[src/rtl/typing_test_core.sv]
// Typing-test game controller: target entry, timed word matching, sequential
// WPM divide and BCD conversion of the result for a multiplexed digit display.
module typing_test_core #(
  parameter int DIGITS = 4,
  parameter int CNT_W  = 20,
  parameter int TIME_W = 16
) (
  input  logic                clk,
  input  logic                rst_n,
  input  logic                sec_tick,
  input  logic                key_valid,
  input  logic [3:0]          key_code,
  input  logic [4*DIGITS-1:0] rand_word,
  output logic [DIGITS-1:0]   digit_en,
  output logic [4*DIGITS-1:0] digit_val,
  output logic [1:0]          mode,
  output logic                done
);

  function automatic longint unsigned pow10(input int n);
    longint unsigned r;
    r = 1;
    for (int i = 0; i < n; i++) r = r * 10;
    return r;
  endfunction

  localparam int DW    = CNT_W + 6;
  localparam int BW    = 4 * DIGITS;
  localparam int PTR_W = $clog2(DIGITS);
  localparam int CW    = $clog2(DW + 1);
  localparam logic [PTR_W-1:0] PTR_TOP = PTR_W'(DIGITS - 1);
  localparam logic [CNT_W-1:0] SAT_C   = CNT_W'(pow10(DIGITS) - 1);
  localparam logic [DW-1:0]    SAT_Q   = DW'(pow10(DIGITS) - 1);

  typedef enum logic [2:0] {S_SELECT, S_LOAD, S_TEST, S_CALC, S_CONV, S_RESULT} state_t;

  state_t             state_q, state_d;
  logic [BW-1:0]      buf_q, buf_d, word_q, word_d;
  logic [CNT_W-1:0]   target_q, target_d, completed_q, completed_d, missed_q, missed_d;
  logic [DIGITS-1:0]  mask_q, mask_d;
  logic [PTR_W-1:0]   ptr_q, ptr_d;
  logic [TIME_W-1:0]  elapsed_q, elapsed_d, rem_q, rem_d, div_q, div_d;
  logic               view_q, view_d, done_q, done_d, key_prev_q;
  logic [CW-1:0]      cnt_q, cnt_d;
  logic [DW-1:0]      dvd_q, dvd_d;
  logic [CNT_W-1:0]   bin_w_q, bin_w_d, bin_m_q, bin_m_d;
  logic [BW-1:0]      bcd_w_q, bcd_w_d, bcd_m_q, bcd_m_d;
  logic [DIGITS-1:0]  disp_en_q, disp_en_d;
  logic [BW-1:0]      disp_val_q, disp_val_d;

  logic               key_ev;
  logic [3:0]         cur_dig, ld_dig;
  logic [PTR_W-1:0]   ld_idx;
  logic [TIME_W:0]    rem_sh;
  logic               q_bit;
  logic [TIME_W-1:0]  rem_sub;
  logic [DW-1:0]      quot;
  logic [BW-1:0]      adj_w, adj_m;

  assign key_ev  = key_valid & ~key_prev_q;
  assign cur_dig = word_q[{ptr_q, 2'b00} +: 4];
  assign ld_idx  = PTR_TOP - cnt_q[PTR_W-1:0];
  assign ld_dig  = buf_q[{ld_idx, 2'b00} +: 4];

  // Restoring divide step: the quotient bit shifts into the vacated dividend LSB.
  assign rem_sh  = {rem_q, dvd_q[DW-1]};
  assign q_bit   = (rem_sh >= {1'b0, div_q});
  assign rem_sub = q_bit ? TIME_W'(rem_sh - {1'b0, div_q}) : rem_sh[TIME_W-1:0];
  assign quot    = {dvd_q[DW-2:0], q_bit};

  generate
    for (genvar gi = 0; gi < DIGITS; gi++) begin : g_adj
      assign adj_w[4*gi +: 4] = (bcd_w_q[4*gi +: 4] >= 4'd5) ? bcd_w_q[4*gi +: 4] + 4'd3 : bcd_w_q[4*gi +: 4];
      assign adj_m[4*gi +: 4] = (bcd_m_q[4*gi +: 4] >= 4'd5) ? bcd_m_q[4*gi +: 4] + 4'd3 : bcd_m_q[4*gi +: 4];
    end
  endgenerate

  always_comb begin
    state_d = state_q;   buf_d = buf_q;           target_d = target_q;
    word_d = word_q;     mask_d = mask_q;         ptr_d = ptr_q;
    completed_d = completed_q; missed_d = missed_q; elapsed_d = elapsed_q;
    view_d = view_q;     cnt_d = cnt_q;           dvd_d = dvd_q;
    rem_d = rem_q;       div_d = div_q;           done_d = 1'b0;
    bin_w_d = bin_w_q;   bin_m_d = bin_m_q;       bcd_w_d = bcd_w_q;  bcd_m_d = bcd_m_q;
    if (key_ev && key_code == 4'hB) begin
      state_d = S_SELECT;
      completed_d = '0; missed_d = '0; elapsed_d = '0;
      mask_d = '1; cnt_d = '0;
    end else begin
      unique case (state_q)
        S_SELECT: if (key_ev) begin
          if (key_code <= 4'd9) begin
            buf_d = {buf_q[BW-5:0], key_code};
          end else if (key_code == 4'hA && buf_q != '0) begin
            state_d = S_LOAD; target_d = '0; cnt_d = '0;
            completed_d = '0; missed_d = '0; elapsed_d = '0;
          end
        end
        S_LOAD: begin
          target_d = target_q * CNT_W'(10) + CNT_W'(ld_dig);
          cnt_d = cnt_q + CW'(1);
          if (cnt_q == CW'(DIGITS - 1)) begin
            state_d = S_TEST; word_d = rand_word; ptr_d = PTR_TOP; mask_d = '1;
          end
        end
        S_TEST: begin
          if (sec_tick && elapsed_q != '1) elapsed_d = elapsed_q + TIME_W'(1);
          if (key_ev) begin
            if (key_code == cur_dig) begin
              mask_d[ptr_q] = 1'b0;
              ptr_d = ptr_q - PTR_W'(1);
              if (ptr_q == '0) begin
                completed_d = completed_q + CNT_W'(1);
                word_d = rand_word; mask_d = '1; ptr_d = PTR_TOP;
                if (completed_d == target_q) begin
                  state_d = S_CALC; cnt_d = '0; rem_d = '0;
                  dvd_d = DW'(completed_d) * DW'(60);
                  div_d = (elapsed_d == '0) ? TIME_W'(1) : elapsed_d;
                end
              end
            end else if (missed_q != '1) begin
              missed_d = missed_q + CNT_W'(1);
            end
          end
        end
        S_CALC: begin
          dvd_d = quot; rem_d = rem_sub; cnt_d = cnt_q + CW'(1);
          if (cnt_q == CW'(DW - 1)) begin
            state_d = S_CONV; cnt_d = '0; bcd_w_d = '0; bcd_m_d = '0;
            bin_w_d = (quot > SAT_Q) ? SAT_C : quot[CNT_W-1:0];
            bin_m_d = (missed_q > SAT_C) ? SAT_C : missed_q;
          end
        end
        S_CONV: begin
          {bcd_w_d, bin_w_d} = {adj_w, bin_w_q} << 1;
          {bcd_m_d, bin_m_d} = {adj_m, bin_m_q} << 1;
          cnt_d = cnt_q + CW'(1);
          if (cnt_q == CW'(CNT_W - 1)) begin
            state_d = S_RESULT; done_d = 1'b1; view_d = 1'b0;
          end
        end
        S_RESULT: if (key_ev && key_code == 4'hA) view_d = ~view_q;
        default: state_d = S_SELECT;
      endcase
    end
  end

  // Display registers follow the registered state, so they trail it by a cycle.
  always_comb begin
    disp_en_d  = '1;
    disp_val_d = '0;
    unique case (state_q)
      S_SELECT: disp_val_d = buf_q;
      S_TEST:   begin disp_en_d = mask_q; disp_val_d = word_q; end
      S_RESULT: disp_val_d = view_q ? bcd_m_q : bcd_w_q;
      default:  disp_en_d = '0;
    endcase
  end

  always_comb begin
    unique case (state_q)
      S_SELECT: mode = 2'd0;
      S_TEST:   mode = 2'd1;
      S_RESULT: mode = 2'd2;
      default:  mode = 2'd3;
    endcase
  end

  always_ff @(posedge clk) begin
    if (!rst_n) begin
      state_q <= S_SELECT; buf_q <= '0; target_q <= '0; word_q <= '0;
      mask_q <= '1; ptr_q <= '0; completed_q <= '0; missed_q <= '0;
      elapsed_q <= '0; view_q <= 1'b0; cnt_q <= '0; dvd_q <= '0;
      rem_q <= '0; div_q <= '0; done_q <= 1'b0; key_prev_q <= 1'b0;
      bin_w_q <= '0; bin_m_q <= '0; bcd_w_q <= '0; bcd_m_q <= '0;
      disp_en_q <= '1; disp_val_q <= '0;
    end else begin
      state_q <= state_d; buf_q <= buf_d; target_q <= target_d; word_q <= word_d;
      mask_q <= mask_d; ptr_q <= ptr_d; completed_q <= completed_d; missed_q <= missed_d;
      elapsed_q <= elapsed_d; view_q <= view_d; cnt_q <= cnt_d; dvd_q <= dvd_d;
      rem_q <= rem_d; div_q <= div_d; done_q <= done_d; key_prev_q <= key_valid;
      bin_w_q <= bin_w_d; bin_m_q <= bin_m_d; bcd_w_q <= bcd_w_d; bcd_m_q <= bcd_m_d;
      disp_en_q <= disp_en_d; disp_val_q <= disp_val_d;
    end
  end

  assign digit_en  = disp_en_q;
  assign digit_val = disp_val_q;
  assign done      = done_q;

endmodule

[config.mk]
export PLATFORM = sky130hd
export DESIGN_NAME = typing_test_core
export DESIGN_NICKNAME = d
export VERILOG_FILES = /design/src/rtl/typing_test_core.sv
export SDC_FILE = /design/constraint.sdc
export NUM_CORES = 1
export LEC_CHECK = 0
export CAP_MARGIN = 20
export CELL_PAD_IN_SITES_DETAIL_PLACEMENT = 0
export CELL_PAD_IN_SITES_GLOBAL_PLACEMENT = 1
export CORE_ASPECT_RATIO = 1.1
export CORE_UTILIZATION = 45
export CTS_BUF_LIST = sky130_fd_sc_hd__clkbuf_4 sky130_fd_sc_hd__clkbuf_8 sky130_fd_sc_hd__clkbuf_16
export DETAILED_ROUTE_END_ITERATION = 10
export GPL_TIMING_DRIVEN = 0
export HOLD_SLACK_MARGIN = 0.1
export PLACE_DENSITY_LB_ADDON = 0.1
export SYNTH_ARGS = -nofsm -noshare
export SYNTH_HDL_FRONTEND = slang
export SYNTH_SLANG_ARGS = --single-unit
[constraint.sdc]
create_clock -name clk -period 14.22 [get_ports clk]
set_clock_uncertainty 0.1 [all_clocks]
set_input_delay 4.266 -clock clk [delete_from_list [all_inputs] [get_ports clk]]
set_output_delay 4.266 -clock clk [all_outputs]
set_load 0.005 [all_outputs]
# --- After elaboration in Yosys (flattened, before gate mapping) ---
# Cells that the tools add are included.
word_totals:
  register_bits: 275
  latchBits: 0
  ram_bits: 0
  mem_bits_ro: 0
  input_bits: 24
  output_inout_bits: 23
  wordCells: 219
  memories: 0
op_classes:
  addsub: 16
  mul: 2
  n_div: 0
  order_cmp: 14
  eq_ne: 27
  shifts: 2
  mux: 93
  bitwise: 9
  n_reduce_logical: 34
ops:
  columns: ["operator", "n"]
  rows:
  - ["16-bit two-way mux", 18]
  - ["20-bit two-way mux", 13]
  - ["20-bit one-hot mux with 2 select lines", 5]
  - ["16-bit one-hot mux with 2 select lines", 5]
  - ["26-bit two-way mux", 4]
  - ["26-bit one-hot mux with 2 select lines", 1]
  - ["16-bit one-hot mux with 3 select lines", 1]
  - ["20-bit by 1-bit adder with 20-bit output (second input constant)", 2]
  - ["4-bit two-way mux", 10]
  - ["5-bit two-way mux", 8]
  - ["3-bit two-way mux", 12]
  - ["4-bit by 3-bit greater-or-equal comparator with 1-bit output (second input constant)", 8]
  - ["16-bit by 5-bit indexed part select with 4-bit output", 2]
  - ["26-bit by 14-bit > comparator with 1-bit output (second input constant)", 1]
  - ["2-bit != test (second input constant)", 13]
  - ["4-bit by 2-bit adder with 4-bit output (second input constant)", 6]
  - ["20-bit by 4-bit multiplier with 24-bit output (second input constant)", 1]
  - ["20-bit by 4-bit adder with 20-bit output", 1]
  - ["20-bit == test", 1]
  - ["20-bit by 14-bit > comparator with 1-bit output (second input constant)", 1]
  - ["20-bit by 3-bit multiplier with 19-bit output (second input constant)", 1]
  - ["20-bit != test (second input constant)", 1]
  - ["5-bit one-hot mux with 4 select lines", 1]
  - ["3-bit one-hot mux with 6 select lines", 1]
  - ["other kinds (45)", 80]

# --- Depth between registers and ports, before layout ---
logic_depth:
  word_depth: 10
  ltp_mapped: 19
  mapped_depth_nobuf: 18

# --- Worst setup path before layout ---
# Ideal clock, no wire load.
synth_timing:
  path_kind: "input to register"
  start: "in key_valid"
  end: "reg word_q[10]"
  setup_ns: 0.128
  arrival_ns: 6.545
  t_required_ns: 13.992
  slack_ns: 7.447
  cell_stages: 9
  n_path_buf: 1
  cell_sequence: "nor2b_1 and4b_1 nand3b_1 and2_1 nand3b_1 nor4_2 buf_4 mux2i_1 nor2_1"
synth_between:
  elab_chain_cells: 4
  elab_cells_between_ends: 5
  classes_between: "eq/ne (1); bitwise (2); reduce/logical (2)"
synth_lines:
  columns: ["item", "line_no", "text"]
  rows:
  - ["start: declaration", "11", "input logic key_valid,"]
  - ["1-bit bitwise AND (*)", "60", "assign key_ev = key_valid & ~key_prev_q;"]
  - ["branches (longest 2 deep; another with 2-bit != test)", null, null]
  - ["6-bit AND reduction (no source line) (*)", null, null]
  - ["end signal: assignment", "178", "state_q <= state_d; buf_q <= buf_d; target_q <= target_d; word_q <= word_d;"]
  - ["end: declaration", "38", "logic [BW-1:0] buf_q, buf_d, word_q, word_d;"]
# Every way passes the cells marked *.
# A chain may end at the register's enable or synchronous reset.

# --- Worst setup path after layout ---
layout_timing:
  start: "in key_valid"
  end: "reg bcd_w_q[8]"
layout_between:
  elab_chain_cells: 4
layout_lines:
  columns: ["item", "line_no", "text"]
  rows:
  - ["1-bit bitwise AND", "60", null]
  - ["1-bit logical AND", "85", "if (key_ev && key_code == 4'hB) begin"]
  - ["1-bit inverter (no source line)", null, null]
  - ["3-bit AND reduction (no source line)", null, null]
  - ["end signal: assignment", "182", "bin_w_q <= bin_w_d; bin_m_q <= bin_m_d; bcd_w_q <= bcd_w_d; bcd_m_q <= bcd_m_d;"]
  - ["end: declaration", "47", "logic [BW-1:0] bcd_w_q, bcd_w_d, bcd_m_q, bcd_m_d;"]
# Every way passes these cells.

==> results by group <==
Pwr
  • Static leakage: 7.78 nW
  • Post-route total power: 2.05 mW
  • PD cells: 102 mW/mm²
  • Largest voltage drop on the vdd net: 0.0000857 V

Worst setup path
  • Critical-path maximum fanout: 10
  • Crit path DAT: 8.09 ns
  • Startpoint types: primary input
  • Buffers & Inverters on Critical Path: 4
  • CP endpoint kind: register
  • Cell-by-cell listing of the critical path: clkdlybuf4s50_1, nor2b_1, and4b_1, and2_1, clkbuf_1, nor2_1, o21ai_1, clkbuf_1, buf_1, a21oi_1, nor2_1
  • Required time of the critical path: 14.56 ns
  • Worst path slowest cell: nor2_1
  • Delay of the slowest cell on the worst path: 0.86 ns
  • Critical path class: primary input to register
  • Family of cells with the greatest summed delay on the critical path: simple AND/OR/NAND/NOR gates

Global routing
  • Global-route wire length before repair: 84600 µm
  • Largest net degree at the start of global routing: 17
  • Antenna violations before repair: 2
  • Total routing resource utilization after global routing: 26.3%
  • Total grt overflow: 0
  • Number of global-route vias before repair: 15500

Drt
  • Number of search-and-repair iterations in the first detailed-routing pass: 5
  • Post-detailed-route via-to-cell ratio: 5.78
  • Total length of routed wires: 53600 µm
  • Number of design rule violations left after detail routing: 0
  • Count of nets left with antenna violations after detail routing: 0
  • DR vias: 16400
  • Number of violations reported at the end of detailed-routing iteration 0: 1168
  • Routed len/inst: 18.8 µm

Logic synthesis
  • Flop and latch count out of synthesis: 275
  • Average footprint of a synthesized cell: 8.03 µm²
  • Post-synthesis cell type count: 87
  • Post-synthesis async set-or-reset flop share: 0%
  • Cell with the most instances after synthesis: nor2_1
  • Post-Synthesis Net Count: 2386
  • Top cells by instance count after synthesis: 290 x nor2_1, 275 x dfxtp_1, 194 x a21oi_1
  • Synthesized netlist cell count: 2236
  • Post-synthesis cell area: 0.0180 mm²
  • Seq/Total Area, Yosys: 30.7%
  • Cell taking the most area after synthesis: dfxtp_1
  • Post-synth EDFFs: 0
  • Ys Warns: 0
  • Portion of synthesized cell area occupied by the leading cell type: 30.7%
  • Top flip-flop cell by instance count after synthesis: dfxtp_1
  • Largest cells by area after synthesis: dfxtp_1 31%, ha_1 7.2%, nor2_1 6.1%

Clock tree
  • Clock latency reported for the late side of the worst-skew pair: 0.59 ns
  • Total setup buffers inserted after CTS: 0
  • Number of buffers on the longest clock path: 3
  • Hold-fix buffers at CTS: 0
  • Number of CTS-inserted buffers: 31
  • Clock-pin slew reported for the worst setup and hold paths after clock tree synthesis: 0.06 ns
  • Clk sink count: 275
  • Total number of H-tree levels: 1
  • Number of gates given a new drive strength after cts: 0
  • Clock Tree Root: clkbuf_16
  • Clock tree from TritonCTS: yes

Timing
  • Worst-Margin Slew: 1.11 ns
  • Total of endpoints with negative setup slack in the final report: 0
  • Minimum clock period: 7.75 ns
  • Total negative slack: 0 ns
  • Final number of hold-violating endpoints: 0
  • Final Hold Slack: 0.358 ns
  • Final Slew Violations: 0
  • Max Fclk: 129 MHz
  • Period utilisation layout: 54.5%
  • Slew HR: 25.6%
  • Setup repair after global routing missed its margin: false

Status
  • Outcome: finished, final reports clean

Layout
  • Area Growth Syn to Fin: 12.1%
  • Final net count: 2465
  • Combined area of the multi-input logic cells: 0.0116 mm²
  • Fill cell instance count of the final layout: 3890
  • Footprint of the flip-flops and latches: 0.00551 mm²
  • Share of final-layout standard cells stronger than drive strength 1: 5.60%
  • Antenna diode instance count: 0

Worst hold path
  • Worst min-delay path category: register to register

Run
  • Max-capacitance violation count: 0

Floorplan
  • Initial Util: 45.7%
  • Die outline height: 212 µm
  • Total die area: 0.0407 mm²
  • Num rows: 76
  • Top-level port count: 47
  • Die extent in x: 192 µm
  • Core Area: 0.0393 mm²

Place
  • Total of buffers placed on input and output ports: 44
  • RePlAce Congestion: 0.862
  • Hpwl dp: 40500 µm
## registers in the layout, summed over array words and instances (netlist names), 5 cells and up
register	cells
digit_val	16
completed_q	20
buf_q	16
cnt_q	5
bcd_m_q	16
word_q	16
bin_m_q	20
div_q	16
bin_w_q	20
rem_q	16
dvd_q	26
missed_q	20
elapsed_q	16
bcd_w_q	16
target_q	20
## worst reg2reg max path, cell delays in order, from the launching register on
cell and delay [ns]:
dfxtp_1 0.46, ha_1 0.31, and3_1 0.17, buf_2 0.20
nand4_1 0.26, xor2_1 0.63, xnor2_1 0.23, xnor2_1 0.20
fa_1 0.54, inv_1 0.05, ha_1 0.37, a21oi_1 0.18
o31ai_1 0.08, a31o_2 0.23, o21ai_0 0.26, a31oi_1 0.21
or4b_2 0.69, a211o_1 0.29, a21oi_1 0.13
## cells in the final DEF (no fill, tap or decap), types with 15 or more instances in the layout
cell / Yosys / layout
nor2_1: 290 / 290
dfxtp_1: 275 / 275
a21oi_1: 194 / 194
nand2_1: 189 / 189
inv_1: 104 / 104
ha_1: 103 / 103
clkbuf_1: 96 / 96
o21ai_0: 94 / 94
xnor2_1: 93 / 93
nand3_1: 92 / 92
nor3_1: 71 / 71
xor2_1: 68 / 68
mux2i_1: 58 / 58
clkdlybuf4s50_1: 0 / 44
clkbuf_16: 0 / 31
a22oi_1: 30 / 30
nor2b_1: 29 / 29
a21o_1: 28 / 28
nor4_1: 27 / 27
fa_1: 23 / 23
nand4_1: 22 / 22
a221oi_1: 20 / 20
and3_1: 18 / 18
buf_2: 15 / 15
o21a_1: 15 / 15
nor4b_1: 15 / 15
## worst paths after layout
| path | endpoint | startpoint | cells past startpoint | slack (ns) |
|---|---|---|---|---|
| max | bcd_w_q[8] | key_valid | 11 | 6.47 |
| max reg2reg | dvd_q[24] | completed_q[1] | 18 | 8.56 |
| min reg2reg | bin_m_q[0] | bin_m_q[0] | 2 | 0.36 |
| min | bin_m_q[0] | bin_m_q[0] | 2 | 0.36 |
## kinds of logic after synthesis
family / Yosys count / share of synthesized area, %
adders and majority gates: 136 / 10.3
DFF: 275 / 30.7
AOI/OAI and AO/OA: 514 / 18.5
buffers and inverters: 227 / 5.02
muxes: 66 / 4.13
xor gates and xnor gates: 168 / 8.60
and+or+nand+nor: 850 / 22.8
## metal layers
metal / vias up / routed length (µm) / track usage [%]
met1: 7907 / 24500 / 35.2
li1: 8061 / - / -
met3: 86 / 2550 / 3.05
met2: 382 / 24700 / 43.2
met5: - / 0 / 0
met4: 0 / 1880 / 9.56
## metrics by stage
stage / std cells / setup WS, ns / area, µm² / utilization [%]
after CTS: 2845 / 6.64 / 20100 / 51.2
final: 2846 / 6.47 / 20100 / 51.3
after global placement: 2787 / 6.02 / 19000 / 48.5
after floorplan: 2236 / 7.45 / 18000 / -
after detailed placement: 2788 / 6.07 / 19000 / 48.5
after global routing: 2846 / 6.36 / 20100 / 51.3
## area by class of cell
cell class	count	area share, %
Buffer	122	2.52
Clock buffer	46	4.72
Clock inverter	11	0.621
Inverter	105	1.96
Multi-Input combinational cell	1734	57.4
Sequential cell	275	27.3
Tap cell	507	3.15
Timing Repair Buffer	46	2.29
## power breakdown
part / switching (mW) / internal (mW)
Combinational: 0.304 / 0.103
Clock: 0.341 / 0.498
Sequential: 0.0162 / 0.789
Total: 0.661 / 1.39
Note: power is estimated with default switching activity, not from simulation.
